<file path="src/rtl/riscv_ctrl_pkg.sv">
// Shared types and encodings for the multicycle controller: the state enum,
// opcode constants and the mux/ALU select encodings the datapath expects.
package riscv_ctrl_pkg;

    localparam int OP_W    = 7;
    localparam int STATE_W = 4;

    typedef enum logic [STATE_W-1:0] {
        FETCH    = 4'd0,
        DECODE   = 4'd1,
        MEMADR   = 4'd2,
        MEMREAD  = 4'd3,
        MEMWB    = 4'd4,
        MEMWRITE = 4'd5,
        EXECR    = 4'd6,
        EXECI    = 4'd7,
        ALUWB    = 4'd8,
        BRANCH   = 4'd9,
        JAL      = 4'd10,
        TRAP     = 4'd11
    } state_t;

    localparam logic [OP_W-1:0] OP_LW  = 7'b0000011;
    localparam logic [OP_W-1:0] OP_SW  = 7'b0100011;
    localparam logic [OP_W-1:0] OP_R   = 7'b0110011;
    localparam logic [OP_W-1:0] OP_I   = 7'b0010011;
    localparam logic [OP_W-1:0] OP_BR  = 7'b1100011;
    localparam logic [OP_W-1:0] OP_JAL = 7'b1101111;

    localparam logic [1:0] ALUOP_ADD  = 2'b00;
    localparam logic [1:0] ALUOP_SUB  = 2'b01;
    localparam logic [1:0] ALUOP_FUNC = 2'b10;

    localparam logic [2:0] ALU_ADD = 3'b000;
    localparam logic [2:0] ALU_SUB = 3'b001;
    localparam logic [2:0] ALU_AND = 3'b010;
    localparam logic [2:0] ALU_OR  = 3'b011;
    localparam logic [2:0] ALU_SLT = 3'b101;

    localparam logic [1:0] RES_ALUOUT    = 2'b00;
    localparam logic [1:0] RES_DATA      = 2'b01;
    localparam logic [1:0] RES_ALURESULT = 2'b10;

    localparam logic [1:0] SRCA_PC    = 2'b00;
    localparam logic [1:0] SRCA_OLDPC = 2'b01;
    localparam logic [1:0] SRCA_RS1   = 2'b10;

    localparam logic [1:0] SRCB_RS2  = 2'b00;
    localparam logic [1:0] SRCB_IMM  = 2'b01;
    localparam logic [1:0] SRCB_FOUR = 2'b10;

    localparam logic [1:0] IMM_I = 2'b00;
    localparam logic [1:0] IMM_S = 2'b01;
    localparam logic [1:0] IMM_B = 2'b10;
    localparam logic [1:0] IMM_J = 2'b11;

    // Immediate format depends only on the opcode, never on the FSM state.
    function automatic logic [1:0] imm_src_of(input logic [OP_W-1:0] op);
        case (op)
            OP_SW:   return IMM_S;
            OP_BR:   return IMM_B;
            OP_JAL:  return IMM_J;
            default: return IMM_I;
        endcase
    endfunction

endpackage

</file>
<file path="src/rtl/multicycle_controller_if.sv">
// Controller <-> datapath bundle. The controller is the master: it consumes
// instruction fields and status, and drives every enable and select.
interface multicycle_controller_if;
    import riscv_ctrl_pkg::*;

    logic [OP_W-1:0] op;
    logic [2:0]      funct3;
    logic            funct7b5;
    logic            Zero;
    logic            mem_ready;

    logic            PCWrite;
    logic            AdrSrc;
    logic            MemWrite;
    logic            IRWrite;
    logic            RegWrite;
    logic [1:0]      ResultSrc;
    logic [1:0]      ALUSrcA;
    logic [1:0]      ALUSrcB;
    logic [2:0]      ALUControl;
    logic [1:0]      ImmSrc;
    logic            illegal_instr;
    logic            instr_retired;

    modport master (
        input  op, funct3, funct7b5, Zero, mem_ready,
        output PCWrite, AdrSrc, MemWrite, IRWrite, RegWrite, ResultSrc,
               ALUSrcA, ALUSrcB, ALUControl, ImmSrc, illegal_instr, instr_retired
    );

    modport slave (
        output op, funct3, funct7b5, Zero, mem_ready,
        input  PCWrite, AdrSrc, MemWrite, IRWrite, RegWrite, ResultSrc,
               ALUSrcA, ALUSrcB, ALUControl, ImmSrc, illegal_instr, instr_retired
    );

endinterface

</file>
<file path="src/rtl/multicycle_controller_alu_dec.sv">
// ALU decoder: maps the FSM's ALUOp plus instruction fields to an ALU opcode.
module ALU_Decoder
    import riscv_ctrl_pkg::*;
(
    input  logic [1:0] alu_op,
    input  logic [2:0] funct3,
    input  logic       funct7b5,
    input  logic       op5,
    output logic [2:0] alu_control
);

    // funct3=000 is sub only for R-type (op5) with funct7b5; addi ignores bit 30.
    always_comb begin
        alu_control = ALU_ADD;
        case (alu_op)
            ALUOP_ADD: alu_control = ALU_ADD;
            ALUOP_SUB: alu_control = ALU_SUB;
            ALUOP_FUNC: begin
                case (funct3)
                    3'b000:  alu_control = (funct7b5 && op5) ? ALU_SUB : ALU_ADD;
                    3'b010:  alu_control = ALU_SLT;
                    3'b110:  alu_control = ALU_OR;
                    3'b111:  alu_control = ALU_AND;
                    default: alu_control = ALU_ADD;
                endcase
            end
            default: alu_control = ALU_ADD;
        endcase
    end

endmodule

</file>
<file path="src/rtl/multicycle_controller.sv">
// Multicycle FSM controller: sequences the shared ALU, unified memory port and
// PC/IR/register-file enables, with a memory-ready handshake and illegal trap.
module multicycle_controller
    import riscv_ctrl_pkg::*;
(
    input  logic                    clk,
    input  logic                    rst_n,
    multicycle_controller_if.master bus
);

    state_t     state, next_state;
    logic       illegal_q;

    logic       pc_write, ir_write, reg_write, mem_write, retire;
    logic       adr_src;
    logic [1:0] result_src, alu_src_a, alu_src_b, alu_op;
    logic [2:0] alu_control;

    // State register; reset lands in FETCH regardless of where we were.
    always_ff @(posedge clk or negedge rst_n) begin
        if (!rst_n) state <= FETCH;
        else        state <= next_state;
    end

    // Sticky trap flag, set on entry to TRAP and cleared only by reset.
    always_ff @(posedge clk or negedge rst_n) begin
        if (!rst_n)                  illegal_q <= 1'b0;
        else if (next_state == TRAP) illegal_q <= 1'b1;
    end

    // Next-state logic; memory states hold until mem_ready.
    always_comb begin
        next_state = state;
        case (state)
            FETCH:    if (bus.mem_ready) next_state = DECODE;
            DECODE: begin
                case (bus.op)
                    OP_LW, OP_SW: next_state = MEMADR;
                    OP_R:         next_state = EXECR;
                    OP_I:         next_state = EXECI;
                    OP_BR:        next_state = BRANCH;
                    OP_JAL:       next_state = JAL;
                    default:      next_state = TRAP;
                endcase
            end
            MEMADR:   next_state = (bus.op == OP_LW) ? MEMREAD : MEMWRITE;
            MEMREAD:  if (bus.mem_ready) next_state = MEMWB;
            MEMWB:    next_state = FETCH;
            MEMWRITE: if (bus.mem_ready) next_state = FETCH;
            EXECR:    next_state = ALUWB;
            EXECI:    next_state = ALUWB;
            ALUWB:    next_state = FETCH;
            BRANCH:   next_state = FETCH;
            JAL:      next_state = ALUWB;
            TRAP:     next_state = TRAP;
            default:  next_state = FETCH;
        endcase
    end

    // Moore output decode (mem_ready / Zero qualify a few enables).
    always_comb begin
        pc_write   = 1'b0;
        ir_write   = 1'b0;
        reg_write  = 1'b0;
        mem_write  = 1'b0;
        retire     = 1'b0;
        adr_src    = 1'b0;
        result_src = RES_ALUOUT;
        alu_src_a  = SRCA_PC;
        alu_src_b  = SRCB_RS2;
        alu_op     = ALUOP_ADD;
        case (state)
            FETCH: begin
                alu_src_b  = SRCB_FOUR;
                result_src = RES_ALURESULT;
                ir_write   = bus.mem_ready;
                pc_write   = bus.mem_ready;
            end
            DECODE: begin
                alu_src_a = SRCA_OLDPC;
                alu_src_b = SRCB_IMM;
            end
            MEMADR: begin
                alu_src_a = SRCA_RS1;
                alu_src_b = SRCB_IMM;
            end
            MEMREAD:  adr_src = 1'b1;
            MEMWB: begin
                result_src = RES_DATA;
                reg_write  = 1'b1;
                retire     = 1'b1;
            end
            MEMWRITE: begin
                adr_src   = 1'b1;
                mem_write = 1'b1;
                retire    = bus.mem_ready;
            end
            EXECR: begin
                alu_src_a = SRCA_RS1;
                alu_op    = ALUOP_FUNC;
            end
            EXECI: begin
                alu_src_a = SRCA_RS1;
                alu_src_b = SRCB_IMM;
                alu_op    = ALUOP_FUNC;
            end
            ALUWB: begin
                reg_write = 1'b1;
                retire    = 1'b1;
            end
            BRANCH: begin
                alu_src_a = SRCA_RS1;
                alu_op    = ALUOP_SUB;
                // funct3[0] flips the sense: beq takes on Zero, bne on !Zero.
                pc_write  = bus.Zero ^ bus.funct3[0];
                retire    = 1'b1;
            end
            JAL: begin
                alu_src_a = SRCA_OLDPC;
                alu_src_b = SRCB_FOUR;
                pc_write  = 1'b1;
            end
            default: ;
        endcase
    end

    ALU_Decoder u_alu_dec (
        .alu_op      (alu_op),
        .funct3      (bus.funct3),
        .funct7b5    (bus.funct7b5),
        .op5         (bus.op[5]),
        .alu_control (alu_control)
    );

    // State-changing strobes are gated by rst_n so reset kills them instantly.
    assign bus.PCWrite       = rst_n & pc_write;
    assign bus.IRWrite       = rst_n & ir_write;
    assign bus.RegWrite      = rst_n & reg_write;
    assign bus.MemWrite      = rst_n & mem_write;
    assign bus.instr_retired = rst_n & retire;
    assign bus.AdrSrc        = adr_src;
    assign bus.ResultSrc     = result_src;
    assign bus.ALUSrcA       = alu_src_a;
    assign bus.ALUSrcB       = alu_src_b;
    assign bus.ALUControl    = alu_control;
    assign bus.ImmSrc        = imm_src_of(bus.op);
    assign bus.illegal_instr = illegal_q;

endmodule

</file>
<file path="src/flat_wrapper.sv">
// flat-port wrapper written by rule: the top's interface ports become plain ports
module multicycle_controller_flat import riscv_ctrl_pkg::*;
  (clk, rst_n, bus_op, bus_funct3, bus_funct7b5, bus_Zero, bus_mem_ready, bus_PCWrite, bus_AdrSrc, bus_MemWrite, bus_IRWrite, bus_RegWrite, bus_ResultSrc, bus_ALUSrcA, bus_ALUSrcB, bus_ALUControl, bus_ImmSrc, bus_illegal_instr, bus_instr_retired);
  multicycle_controller_if bus_i ();
  input  logic clk;
  input  logic rst_n;
  input wire logic [$bits(bus_i.op)-1:0] bus_op;
  input wire logic [$bits(bus_i.funct3)-1:0] bus_funct3;
  input wire logic [$bits(bus_i.funct7b5)-1:0] bus_funct7b5;
  input wire logic [$bits(bus_i.Zero)-1:0] bus_Zero;
  input wire logic [$bits(bus_i.mem_ready)-1:0] bus_mem_ready;
  output wire logic [$bits(bus_i.PCWrite)-1:0] bus_PCWrite;
  output wire logic [$bits(bus_i.AdrSrc)-1:0] bus_AdrSrc;
  output wire logic [$bits(bus_i.MemWrite)-1:0] bus_MemWrite;
  output wire logic [$bits(bus_i.IRWrite)-1:0] bus_IRWrite;
  output wire logic [$bits(bus_i.RegWrite)-1:0] bus_RegWrite;
  output wire logic [$bits(bus_i.ResultSrc)-1:0] bus_ResultSrc;
  output wire logic [$bits(bus_i.ALUSrcA)-1:0] bus_ALUSrcA;
  output wire logic [$bits(bus_i.ALUSrcB)-1:0] bus_ALUSrcB;
  output wire logic [$bits(bus_i.ALUControl)-1:0] bus_ALUControl;
  output wire logic [$bits(bus_i.ImmSrc)-1:0] bus_ImmSrc;
  output wire logic [$bits(bus_i.illegal_instr)-1:0] bus_illegal_instr;
  output wire logic [$bits(bus_i.instr_retired)-1:0] bus_instr_retired;
  assign bus_i.op = bus_op;
  assign bus_i.funct3 = bus_funct3;
  assign bus_i.funct7b5 = bus_funct7b5;
  assign bus_i.Zero = bus_Zero;
  assign bus_i.mem_ready = bus_mem_ready;
  assign bus_PCWrite = bus_i.PCWrite;
  assign bus_AdrSrc = bus_i.AdrSrc;
  assign bus_MemWrite = bus_i.MemWrite;
  assign bus_IRWrite = bus_i.IRWrite;
  assign bus_RegWrite = bus_i.RegWrite;
  assign bus_ResultSrc = bus_i.ResultSrc;
  assign bus_ALUSrcA = bus_i.ALUSrcA;
  assign bus_ALUSrcB = bus_i.ALUSrcB;
  assign bus_ALUControl = bus_i.ALUControl;
  assign bus_ImmSrc = bus_i.ImmSrc;
  assign bus_illegal_instr = bus_i.illegal_instr;
  assign bus_instr_retired = bus_i.instr_retired;
  multicycle_controller u_core (.clk(clk), .rst_n(rst_n), .bus(bus_i));
endmodule
</file>
<file path="config.mk">
export PLATFORM = sky130hd
export DESIGN_NAME = multicycle_controller_flat
export DESIGN_NICKNAME = d
export VERILOG_FILES = /design/src/rtl/riscv_ctrl_pkg.sv /design/src/rtl/multicycle_controller_if.sv /design/src/rtl/multicycle_controller_alu_dec.sv /design/src/rtl/multicycle_controller.sv /design/src/flat_wrapper.sv
export SDC_FILE = /design/constraint.sdc
export NUM_CORES = 1
export LEC_CHECK = 0
export CORE_MARGIN = 8
export CORE_UTILIZATION = 40
export DETAILED_ROUTE_END_ITERATION = 10
export PLACE_DENSITY = 0.77
export SETUP_SLACK_MARGIN = 0.4
export SYNTH_ARGS = -nofsm -noshare
export SYNTH_HDL_FRONTEND = slang
export SYNTH_HIERARCHICAL = 1
export SYNTH_SLANG_ARGS = --single-unit
</file>
<file path="constraint.sdc">
create_clock -name clk -period 2.5 [get_ports clk]
set_clock_uncertainty 0.2 [all_clocks]
set_input_delay 0.5 -clock clk [delete_from_list [all_inputs] [get_ports clk]]
set_output_delay 0.5 -clock clk [all_outputs]
set_load 0.02 [all_outputs]
</file>
==> results of run 1 <==
[metrics by stage]
step                area (um^2)  cells
CTS                        1550    200
detailed placement         1340    180
global placement           1340    180
floorplan                   781     96
[cells by family after synthesis]
family | count (synthesis) | synth area share (%)
AO/OA/AOI/OAI | 24 | 24.9
multiplexers | 1 | 1.40
adder cells (fa/ha/maj) | 2 | 3.51
AND/OR/NAND/NOR | 49 | 41.1
flip-flops | 5 | 17.5
buffers and inverters | 11 | 6.67
XOR/XNOR | 4 | 4.91
[repair_timing]
action / in CTS
hold buffers: 0
pin swaps: 18
gates resized for setup: 148
setup buffers: 16
endpoints found under the setup margin: 18
==> impl_metrics.ini, run 1 <==
[placement]
dp_hpwl_um = 2290
io_buffers = 32
place_ws_ns = -0.476
place.gp.congestion = 0.886

[outcome]
stop_stage = global routing (5_1_grt)
error = [ERROR DPL-0038] Utilization greater than 100%, impossible to legalize
status = stopped before the end

[yosys]
seq_area_frac_synth_pct = 17.5
synthesis.nets = 113
yosysWarnings = 6
synth_ff_type = dfrtp_1
async_reset_ff_share_pct = 100
synthTopCellsByCount = nor2_1, nand2_1, a21oi_1
yosys_register_bits = 5
synth_most_common_cell = nor2_1
post-synth-top-area-fraction_pct = 17.5
synth_cell_types = 42
synth_edf_count = 0
avgSynthCellArea_um2 = 7.43
synth_area_leaders = dfrtp_1, nor2_1, a21oi_1, nand2b_1, nand2_1
netlist_area_um2 = 713
yosysTopAreaCell = dfrtp_1
syn_inst = 96

[clocking]
clock_sinks = 5
clk_path_buf_depth = 2
cts_buffers = 3
htreeDepth = 1
cts_root_buffer = clkbuf_4

[floorplanning]
start_util_pct = 41.8
dieHeight_um = 58.2
num_rows = 15
ioPinCount = 33
die_x_um = 58.2

[sta]
crit_endpoint = bus_ALUControl[2]
endpoint_type = primary output

[global_routing]
grt_max_degree = 14
==> inputs of run 2 (changes only) <==
--- a/config.mk
+++ b/config.mk
@@ -5,11 +5,10 @@
 export SDC_FILE = /design/constraint.sdc
 export NUM_CORES = 1
 export LEC_CHECK = 0
-export CORE_MARGIN = 8
-export CORE_UTILIZATION = 40
+export CORE_AREA = 8 8 69 71
 export DETAILED_ROUTE_END_ITERATION = 10
-export PLACE_DENSITY = 0.77
-export SETUP_SLACK_MARGIN = 0.4
+export DIE_AREA = 0 0 77 79
+export PLACE_DENSITY_LB_ADDON = 0.15
 export SYNTH_ARGS = -nofsm -noshare
 export SYNTH_HDL_FRONTEND = slang
 export SYNTH_HIERARCHICAL = 1
==> run 2 against run 1 <==
  * The run now ends clean
  * Area after synthesis unchanged
  * Synthesized cell count unchanged
==> impl_metrics.ini, run 2 <==
[detailed_routing]
postRouteAntennaNets = 0
route.detailed.drc = 0
via_per_inst = 4.42
dr.pass1.iters = 4
drtIter0Drc = 43
vias = 920
routed_wl_um = 2860
avgRoutedWirePerCell_um = 13.7

[clocking]
cts_root_buffer = clkbuf_8
clk_path_buf_depth = 2
cts_tree = yes
clock_sinks = 5
clk_latency_ns = 0.22
htreeDepth = 1
cts.clk_slew.worst_paths_ns = 0.03
cts_buffers = 3

[critical_path]
worstPathArrival_ns = 1.72
cp-end-kind = output port
cp_max_fo = 1
cp.required_ns = 1.80
critical_path_class = in2out
worstSetupStartpointType = input port

[yosys]
synthTopCellsByCount = nor2_1, nand2_1, a21oi_1
netlist_area_um2 = 713
yosysWarnings = 6
yosysTopAreaCell = dfrtp_1
yosys_register_bits = 5
synthesis.nets = 113
syn_inst = 96
async_reset_ff_share_pct = 100
seq_area_frac_synth_pct = 17.5
synth_edf_count = 0
post-synth-top-area-fraction_pct = 17.5
synth_area_leaders = dfrtp_1, nor2_1, a21oi_1, nand2b_1, nand2_1
synth_cell_types = 42
avgSynthCellArea_um2 = 7.43
synth_most_common_cell = nor2_1
synth_ff_type = dfrtp_1

[sta]
tns_ns = 0
setup_viol = 0
rsz0062_at_grt = yes
fmax_mhz = 412
final_max_slew_viol_count = 0
relSlewSlack_pct = 65.2
hold_viol = 0
fin_crit_sh_pct = 97.0
min_period_ns = 2.42
worst_pin_slew_ns = 0.509

[global_routing]
grt_pass1_wl_um = 4820
overflow = 0
grt_usage_pct = 9.45
grt_max_degree = 16
antenna_found_initial = 0
grt_pass1_vias = 1036

[floorplanning]
start_util_pct = 18.8
core_mm2 = 0.00380
die_area_mm2 = 0.00608
dieHeight_um = 79
ioPinCount = 33
num_rows = 23
die_x_um = 77

[layout]
diodes = 0
nFillCells = 435
syn2layout_area_growth_pct = 91.4
final_cell_mix = buf_4, dlymetal6s2s_1, nor2_1
final_cell_area_mm2 = 0.00137
layout-drive-gt1-share_pct = 37.3
layout_commonest_cell = buf_4
regMostFlops = u_core/state
nNetsFinal = 176
multiInputGateArea_um2 = 571
largest_reg_flops = 4
regArea_um2 = 125

[placement]
dp_hpwl_um = 2360
dpl_cell_area_mm2 = 0.00130
io_buffers = 32
place.gp.congestion = 0.804

[power]
p_leak_nw = 0.697
clockPowerShare_pct = 12.3
p_int_uw = 637
power_switching_uw = 546
peakVddDrop_v = 0.000404
powerDensity_mw_per_mm2 = 867
power_switching_share_pct = 46.2
combinationalPowerShare_pct = 76.5
seqPwrFrac_pct = 11.2

[worst_hold_path]
hold_path_class = reg2reg

[run]
drv_cap = 0

[outcome]
status = complete, no violations
-- run 2: kinds of logic (layout without fill, tap and decap cells) --
family / count (synthesis) / count (layout) / share of synthesized area (%)
and+or+nand+nor: 49 / 49 / 41.1
AOI/OAI and AO/OA: 24 / 24 / 24.9
buffers and inverters: 11 / 73 / 6.67
DFF: 5 / 5 / 17.5
xor gates and xnor gates: 4 / 4 / 4.91
adders and majority gates: 2 / 2 / 3.51
muxes: 1 / 1 / 1.40
-- run 2: final timing paths --
path	slack [ns]	endpoint	depth (start not counted)	from
min in group asynchronous	0.48	u_core/state[0]$_DFF_PN0_	2	rst_n
max in group asynchronous	1.51	u_core/state[1]$_DFF_PN0_	2	rst_n
worst min register to register	0.28	u_core/bus.illegal_instr$_DFFE_PN0N_	1	u_core/bus.illegal_instr$_DFFE_PN0N_
worst max-delay path	0.08	bus_PCWrite	6	bus_Zero
worst max register to register	0.65	u_core/bus.illegal_instr$_DFFE_PN0N_	7	u_core/state[1]$_DFF_PN0_
worst min-delay path	0.28	u_core/bus.illegal_instr$_DFFE_PN0N_	1	u_core/bus.illegal_instr$_DFFE_PN0N_
-- run 2: what timing repair did --
item / in CTS / in global routing
setup endpoints to repair: 15 / 9
pin swaps: 1 / 5
resized for setup: 42 / 21
setup buffers: 0 / 1
hold buffers: 0 / 0
-- run 2: power groups by stage --
stage                     Sequential [mW]  Clock [mW]  Combinational (mW)
after floorplan                     0.136           0               0.518
after global placement              0.133           0               0.957
after detailed placement            0.134           0               0.961
after CTS                           0.134       0.151               0.925
after global routing                0.138       0.156               0.999
final                               0.133       0.145               0.906
-- run 2: worst max-delay path, stage by stage --
cell	delay, ns
clkdlybuf4s50_1	0.48
xor2_1	0.16
a21o_1	0.13
a22oi_1	0.07
nor4b_2	0.22
buf_4	0.18
-- run 2: final cells by class --
type | instances | area share (%)
inverters | 6 | 1.65
flip-flops and latches | 5 | 9.17
clock buffers | 4 | 3.30
repair buffers | 63 | 39.5
multi-input cells | 80 | 41.8
well taps | 50 | 4.58
-- run 2: metrics by stage --
step	std cells	utilization [%]	setup slack [ns]	hold WS, ns	power, mW
final	208	35.9	0.0751	0.280	1.18
after global routing	208	35.9	-0.0155	0.318	1.29
after CTS	207	35.0	0.000914	0.298	1.21
after detailed placement	203	34.3	-0.443	0.271	1.10
after global placement	203	34.3	-0.434	0.257	1.09
after floorplan	96	-	0.0954	0.00441	0.654
-- run 2: per-layer routing --
metal	vias up	share of wire (%)	GRT usage (%)
li1	471	-	-
met1	427	48	11.5
met2	20	49	16.7
met3	2	2.8	1.58
met4	0	0.35	2.83
met5	-	0	0
Power figures use the tool's default switching activity.
